[src/rtl/rs_ex_muldiv_pkg.sv]
// Shared opcode numbering and state types for the RV32M execute unit.
// The M-extension opcodes sit directly after OPNUM_ANDI in the opcode space.
package rs_ex_muldiv_pkg;

  localparam int OPNUM_WIDTH = 6;
  typedef logic [OPNUM_WIDTH-1:0] opnum_t;

  localparam opnum_t OPNUM_ANDI   = 6'd37;
  localparam opnum_t OPNUM_MUL    = 6'd38;
  localparam opnum_t OPNUM_MULH   = 6'd39;
  localparam opnum_t OPNUM_MULHSU = 6'd40;
  localparam opnum_t OPNUM_MULHU  = 6'd41;
  localparam opnum_t OPNUM_DIV    = 6'd42;
  localparam opnum_t OPNUM_DIVU   = 6'd43;
  localparam opnum_t OPNUM_REM    = 6'd44;
  localparam opnum_t OPNUM_REMU   = 6'd45;

  typedef enum logic [1:0] {
    DIV_IDLE,
    DIV_CALC,
    DIV_DONE
  } div_state_t;

  function automatic logic is_m_op(input opnum_t op);
    return (op >= OPNUM_MUL) && (op <= OPNUM_REMU);
  endfunction

  function automatic logic is_mul_op(input opnum_t op);
    return (op >= OPNUM_MUL) && (op <= OPNUM_MULHU);
  endfunction

endpackage

[src/rtl/rs_ex_muldiv_ex_divider.sv]
// Radix-2 restoring divider with sign fix-up; divide-by-zero and overflow bypass the loop.
// Latency: XLEN+1 cycles from start to done, 1 cycle for the special cases.
// Backpressure: holds DONE until ack; busy only while iterating.
module ex_divider
  import rs_ex_muldiv_pkg::*;
#(
  parameter int XLEN  = 32,
  parameter int TAG_W = 4
) (
  input  logic             clk,
  input  logic             rst,
  input  logic             en,
  input  logic             flush,
  input  logic             start,
  input  logic             is_signed,
  input  logic             is_rem,
  input  logic [XLEN-1:0]  dividend,
  input  logic [XLEN-1:0]  divisor,
  input  logic [TAG_W-1:0] tag,
  input  logic             ack,
  output logic             busy,
  output logic             done,
  output logic [XLEN-1:0]  result,
  output logic [TAG_W-1:0] result_tag
);

  localparam int CW = $clog2(XLEN) + 1;

  div_state_t       state, state_nxt;
  logic [CW-1:0]    cnt;
  logic [XLEN-1:0]  quo, rem, dsr;
  logic             neg_q, neg_r, want_rem;
  logic [TAG_W-1:0] tag_q;

  logic             dvd_neg, dsr_neg, div_zero, ovf, special, take, load;
  logic [XLEN-1:0]  dvd_mag, dsr_mag;
  logic [XLEN:0]    shifted, diff;

  always_comb begin
    dvd_neg  = is_signed && dividend[XLEN-1];
    dsr_neg  = is_signed && divisor[XLEN-1];
    dvd_mag  = dvd_neg ? -dividend : dividend;
    dsr_mag  = dsr_neg ? -divisor : divisor;
    div_zero = (divisor == '0);
    ovf      = is_signed && (dividend == {1'b1, {(XLEN-1){1'b0}}}) && (divisor == '1);
    special  = div_zero || ovf;
    load     = start && !flush && (state != DIV_CALC);
    shifted  = {rem, quo[XLEN-1]};
    diff     = shifted - {1'b0, dsr};
    take     = !diff[XLEN];
  end

  always_comb begin
    state_nxt = state;
    case (state)
      DIV_IDLE: if (start) state_nxt = special ? DIV_DONE : DIV_CALC;
      DIV_CALC: if (cnt == CW'(XLEN - 1)) state_nxt = DIV_DONE;
      DIV_DONE: if (ack) state_nxt = start ? (special ? DIV_DONE : DIV_CALC) : DIV_IDLE;
      default:  state_nxt = DIV_IDLE;
    endcase
    if (flush) state_nxt = DIV_IDLE;
  end

  always_ff @(posedge clk) begin
    if (rst) begin
      state    <= DIV_IDLE;
      cnt      <= '0;
      quo      <= '0;
      rem      <= '0;
      dsr      <= '0;
      neg_q    <= 1'b0;
      neg_r    <= 1'b0;
      want_rem <= 1'b0;
      tag_q    <= '0;
    end else if (en) begin
      state <= state_nxt;
      if (load) begin
        cnt      <= '0;
        dsr      <= dsr_mag;
        tag_q    <= tag;
        want_rem <= is_rem;
        // Special cases store final values, so fix-up must stay disabled.
        if (div_zero) begin
          quo   <= '1;
          rem   <= dividend;
          neg_q <= 1'b0;
          neg_r <= 1'b0;
        end else if (ovf) begin
          quo   <= dividend;
          rem   <= '0;
          neg_q <= 1'b0;
          neg_r <= 1'b0;
        end else begin
          quo   <= dvd_mag;
          rem   <= '0;
          neg_q <= dvd_neg ^ dsr_neg;
          neg_r <= dvd_neg;
        end
      end else if (state == DIV_CALC) begin
        cnt <= cnt + CW'(1);
        rem <= take ? diff[XLEN-1:0] : shifted[XLEN-1:0];
        quo <= {quo[XLEN-2:0], take};
      end
    end
  end

  always_comb begin
    busy       = (state == DIV_CALC);
    done       = (state == DIV_DONE);
    result     = want_rem ? (neg_r ? -rem : rem) : (neg_q ? -quo : quo);
    result_tag = tag_q;
  end

endmodule

[src/rtl/rs_ex_muldiv.sv]
// RV32M execute unit: pipelined multiplier plus iterative divider sharing one result bus.
// Latency: MUL_STAGES for multiplies, XLEN+1 for divides (1 for divide special cases).
// Backpressure: in_ready low while dividing or while a divide result waits behind a multiply.
module rs_ex_muldiv
  import rs_ex_muldiv_pkg::*;
#(
  parameter int XLEN         = 32,
  parameter int ROB_ID_WIDTH = 4,
  parameter int MUL_STAGES   = 3
) (
  input  logic                    clk_in,
  input  logic                    rst_in,
  input  logic                    rdy_in,
  input  logic                    rollback_in,
  input  logic                    in_valid,
  output logic                    in_ready,
  input  logic [OPNUM_WIDTH-1:0]  in_opnum,
  input  logic [XLEN-1:0]         in_v1,
  input  logic [XLEN-1:0]         in_v2,
  input  logic [ROB_ID_WIDTH-1:0] in_rob_id,
  output logic                    out_valid,
  output logic [XLEN-1:0]         out_data,
  output logic [ROB_ID_WIDTH-1:0] out_rob_id
);

  localparam int PW = 2 * XLEN;

  logic                    accept, mul_acc, div_acc, a_sgn, b_sgn;
  logic                    div_signed, div_rem;
  logic [PW-1:0]           a_w, b_w, prod;
  logic                    mul_vld [MUL_STAGES];
  logic                    mul_hi  [MUL_STAGES];
  logic [PW-1:0]           mul_prod[MUL_STAGES];
  logic [ROB_ID_WIDTH-1:0] mul_tag [MUL_STAGES];
  logic                    tail_vld;
  logic [XLEN-1:0]         tail_dat;
  logic                    div_busy, div_done, div_hold, div_ack;
  logic [XLEN-1:0]         div_res;
  logic [ROB_ID_WIDTH-1:0] div_tag;

  always_comb begin
    accept     = in_valid && in_ready && rdy_in && !rollback_in && is_m_op(in_opnum);
    mul_acc    = accept && is_mul_op(in_opnum);
    div_acc    = accept && !is_mul_op(in_opnum);
    a_sgn      = (in_opnum == OPNUM_MULH) || (in_opnum == OPNUM_MULHSU);
    b_sgn      = (in_opnum == OPNUM_MULH);
    div_signed = (in_opnum == OPNUM_DIV) || (in_opnum == OPNUM_REM);
    div_rem    = (in_opnum == OPNUM_REM) || (in_opnum == OPNUM_REMU);
    // Extending to the full product width keeps the low 2*XLEN bits exact for every sign mix.
    a_w        = {{XLEN{a_sgn & in_v1[XLEN-1]}}, in_v1};
    b_w        = {{XLEN{b_sgn & in_v2[XLEN-1]}}, in_v2};
    prod       = a_w * b_w;
  end

  always_ff @(posedge clk_in) begin
    if (rst_in) begin
      for (int i = 0; i < MUL_STAGES; i++) begin
        mul_vld[i]  <= 1'b0;
        mul_hi[i]   <= 1'b0;
        mul_prod[i] <= '0;
        mul_tag[i]  <= '0;
      end
    end else if (rdy_in) begin
      mul_vld[0]  <= mul_acc;
      mul_hi[0]   <= (in_opnum != OPNUM_MUL);
      mul_prod[0] <= prod;
      mul_tag[0]  <= in_rob_id;
      for (int i = 1; i < MUL_STAGES; i++) begin
        mul_vld[i]  <= mul_vld[i-1];
        mul_hi[i]   <= mul_hi[i-1];
        mul_prod[i] <= mul_prod[i-1];
        mul_tag[i]  <= mul_tag[i-1];
      end
      if (rollback_in) begin
        for (int i = 0; i < MUL_STAGES; i++) mul_vld[i] <= 1'b0;
      end
    end
  end

  ex_divider #(
    .XLEN  (XLEN),
    .TAG_W (ROB_ID_WIDTH)
  ) u_div (
    .clk        (clk_in),
    .rst        (rst_in),
    .en         (rdy_in),
    .flush      (rollback_in),
    .start      (div_acc),
    .is_signed  (div_signed),
    .is_rem     (div_rem),
    .dividend   (in_v1),
    .divisor    (in_v2),
    .tag        (in_rob_id),
    .ack        (div_ack),
    .busy       (div_busy),
    .done       (div_done),
    .result     (div_res),
    .result_tag (div_tag)
  );

  // Multiply tail wins the result bus; a finished divide waits one more cycle.
  always_comb begin
    tail_vld   = mul_vld[MUL_STAGES-1];
    tail_dat   = mul_hi[MUL_STAGES-1] ? mul_prod[MUL_STAGES-1][PW-1:XLEN]
                                      : mul_prod[MUL_STAGES-1][XLEN-1:0];
    div_hold   = div_done && tail_vld && !rollback_in;
    div_ack    = div_done && !tail_vld;
    in_ready   = !div_busy && !div_hold;
    out_valid  = !rollback_in && (tail_vld || div_done);
    out_data   = tail_vld ? tail_dat : (div_done ? div_res : '0);
    out_rob_id = tail_vld ? mul_tag[MUL_STAGES-1] : (div_done ? div_tag : '0);
  end

endmodule

[config.mk]
export PLATFORM = sky130hd
export DESIGN_NAME = rs_ex_muldiv
export DESIGN_NICKNAME = d
export VERILOG_FILES = /design/src/rtl/rs_ex_muldiv_pkg.sv /design/src/rtl/rs_ex_muldiv_ex_divider.sv /design/src/rtl/rs_ex_muldiv.sv
export SDC_FILE = /design/constraint.sdc
export NUM_CORES = 2
export LEC_CHECK = 0
export BUFFER_PORTS_ARGS = -buffer_cell sky130_fd_sc_hd__buf_2
export CORE_ASPECT_RATIO = 1.2
export CORE_MARGIN = 1.5
export CORE_UTILIZATION = 29
export CTS_BUF_LIST = sky130_fd_sc_hd__clkbuf_8 sky130_fd_sc_hd__clkbuf_16
export DETAILED_ROUTE_END_ITERATION = 10
export PLACE_DENSITY_LB_ADDON = 0.2
export SLEW_MARGIN = 40
export SYNTH_ARGS = -nofsm -noshare
export SYNTH_HDL_FRONTEND = slang
export SYNTH_SLANG_ARGS = --single-unit
[constraint.sdc]
create_clock -name clk_in -period 16.35 [get_ports clk_in]
set_input_delay 0.8175 -clock clk_in [delete_from_list [all_inputs] [get_ports clk_in]]
set_output_delay 0.8175 -clock clk_in [all_outputs]
set_load 0.02 [all_outputs]
==> results.yml <==
clocking:
  clock-sinks: 321
  cts_buffer_depth: 3
  clock_latency_ps: 590
  tritoncts: "yes"
  cts_made_buffers: 40
  cts_hold_buf: 0
  path_clk_slew_ps: 60
  htreeDepth: 2
  cts_setup_buffers: 0
  clockRootBuffer: "clkbuf_16"
  cts-resized-gates: 0
floorplanning:
  die_w_um: 404
  initial_utilization_pct: 29.2
  die_h_um: 484
  die_area_um2: 196000
  io-pin-count: 117
  core.rowCount: 176
  core-area_um2: 192000
worst_setup_path:
  reg2reg_to: "u_div.rem[16]"
  start_kind: "input pin"
  crit_family: "adder cells"
  slowest_delay_ps: 950
  crit_slowest_cell: "fa_1"
  cp_max_fo: 20
  path_class: "in2reg"
  crit_top_cell: "fa_1"
  cp-end-kind: "flop"
  regToRegSetupSlack_ps: 12200
  crit_cells: 30
  crit_arrival_ps: 10760
  r2r.worst_path.cells: 14
  r2r_start: "u_div.quo[31]"
  cp.required_ps: 16670
  cp-startpoint: "in_opnum[1]"
  critPathBufInv: 9
final_layout:
  nNetsFinal: 7406
  area_growth_pct: 7.91
  drive_above_1_share_pct: 5.74
  final_cells: 8472
drt:
  viasPerCell: 4.91
  routed_wl_mm: 193
  drc: 0
  ant_nets: 0
  first_iter_violations: 2721
  routedWlPerCell_um: 22.8
  vias: 41600
  drtPass1Iterations: 5
logic_synthesis:
  syn_area_per_cell_um2: 9.20
  synth_top_flop_cell: "edfxtp_1"
  syn_area_um2: 56000
  synth-edff-count: 207
  ys_seq_elements: 321
  synthTopCellsByCount: "inv_1 (1,219), fa_1 (1,126), nand2_1 (855)"
  synth_cell_types: 76
  yosysMostFrequentCell: "inv_1"
  synthCells: 6080
  syn_nets: 7535
  synth.area.top_cells: "fa_1 (40%), edfxtp_1 (11%), inv_1 (8.2%), nand2_1 (5.7%), ha_1 (5.6%)"
  synth-seq-area-share_pct: 15.2
  synthArstFlopShare_pct: 0
  yosysWarnings: 0
  synth_top_area_cell: "fa_1"
  synth_top_area_share_pct: 40.3
global_routing:
  overflow: 0
  grt_pass1_wl_mm: 293
  grt_pass1_vias: 45000
  grt_max_degree: 83
  grt_antenna_before_repair: 13
  grt.total_usage_pct: 20.0
hold_path:
  holdPathEnd: "u_div.dsr[18]"
  hold_class: "reg2reg"
  min_from: "u_div.dsr[18]"
  hold_depth: 2
timing:
  slew_headroom_pct: 41.0
  max_clock_freq_ghz: 0.0958
  whs_ps: 462
  layout_min_cycle_time_ps: 10440
  hold_viol: 0
  fin_skew_ps: 26.8
  post-route-period-util_pct: 63.8
  finalWorstSetupSlack_ps: 5910
  grt_setup_unrepaired: "no"
  worst_slew_pin_slew_ps: 886
  setup-tns-final_ps: 0
  finalSetupViolCount: 0
  slew_violations: 0
placed_design:
  dpl.hpwl_mm: 141
  dpl.cell_count: 8400
  port_buffers: 116
  dp_worst_setup_slack_ps: 5230
  gp_congestion: 0.882
status:
  status: "complete, no violations"
job:
  max_cap_viol_count: 0
==> worst register-to-register path, stage by stage, from the launching register on <==
cell       delay, ps
dfxtp_1          310
inv_1            140
ha_1             210
fa_1             200
nand2b_1         160
a21oi_1          120
o41a_1           410
o2111ai_1        420
nand3_1          220
a41o_1           340
and3_1           250
nor2_4           470
buf_4            400
mux2i_1          260
a21oi_1           90
==> area by class of cell <==
class	count	area, µm²
Antenna cell	1	2.50
Tap cell	2492	3120
Timing Repair Buffer	211	1340
Fill cell	20000	131000
Clock buffer	44	1070
Sequential cell	321	8500
Inverter	1219	4580
Clock inverter	26	262
Multi-Input combinational cell	4158	41500
==> worst max-delay path by stage <==
stage | end | slack [ps]
5_1_grt | mul_prod[0][60] | 5300
3_5_place_dp | mul_prod[0][58] | 5230
3_3_place_gp | mul_prod[0][58] | 4960
6_report | mul_prod[0][58] | 5910
2_1_floorplan | mul_prod[0][58] | 6840
4_1_cts | mul_prod[0][58] | 5840
==> cell families (layout without fill, tap and decap cells) <==
logic type / count (synthesis) / in the layout / synth area share, %
AND/OR/NAND/NOR: 1871 / 1871 / 16.0
buffers and inverters: 1601 / 1500 / 10.8
adder cells (fa/ha/maj): 1376 / 1376 / 45.9
AO/OA/AOI/OAI: 606 / 606 / 7.11
flip-flops: 321 / 321 / 15.2
XOR/XNOR: 216 / 216 / 3.38
multiplexers: 89 / 89 / 1.67
other: 0 / 1 / 0
==> layout by cell type (no fill, tap or decap), types with 32 or more instances in the layout <==
| master | n |
|---|---|
| a221oi_1 | 32 |
| a21o_1 | 47 |
| xor2_1 | 115 |
| nor3_1 | 46 |
| o31ai_1 | 35 |
| o21ai_0 | 112 |
| nand2_1 | 854 |
| nor2_1 | 230 |
| ha_1 | 250 |
| fa_1 | 1126 |
| a211oi_1 | 38 |
| xnor2_1 | 101 |
| clkbuf_16 | 41 |
| or3_1 | 42 |
| edfxtp_1 | 207 |
| buf_2 | 114 |
| a21oi_1 | 185 |
| mux2i_1 | 55 |
| buf_4 | 92 |
| and2_1 | 490 |
| and3_1 | 33 |
| nand3_1 | 34 |
| dfxtp_1 | 112 |
| inv_1 | 1228 |
| mux2_2 | 34 |
==> sequential cells by signal, indices dropped and copies added, names as in the netlist <==
signal            cells
mul_hi                3
mul_prod            192
mul_tag              12
mul_vld               3
u_div.cnt             6
u_div.dsr            32
u_div.neg_q           1
u_div.neg_r           1
u_div.quo            32
u_div.rem            32
u_div.result_tag      4
u_div.state           2
u_div.want_rem        1
==> metal layers <==
| layer | wire [µm] | GRT usage, % | up-vias | share of wire [%] |
|---|---|---|---|---|
| met5 | 41 | 0 | - | 0.021 |
| met4 | 6330 | 5.76 | 6 | 3.3 |
| met3 | 10500 | 2.36 | 285 | 5.4 |
| met2 | 95800 | 34.9 | 1256 | 50 |
| met1 | 80500 | 25.8 | 21800 | 42 |
| li1 | - | - | 18300 | - |
==> metrics by stage <==
stage / utilization (%) / cell area (µm²)
3_3_place_gp: 30.8 / 58900
4_1_cts: 31.5 / 60400
2_1_floorplan: - / 56000
5_1_grt: 31.5 / 60400
6_report: 31.5 / 60400
3_5_place_dp: 30.8 / 59000
Power is not shown: default switching activity piles up to over one toggle a cycle in this logic, so the estimate is an artifact.
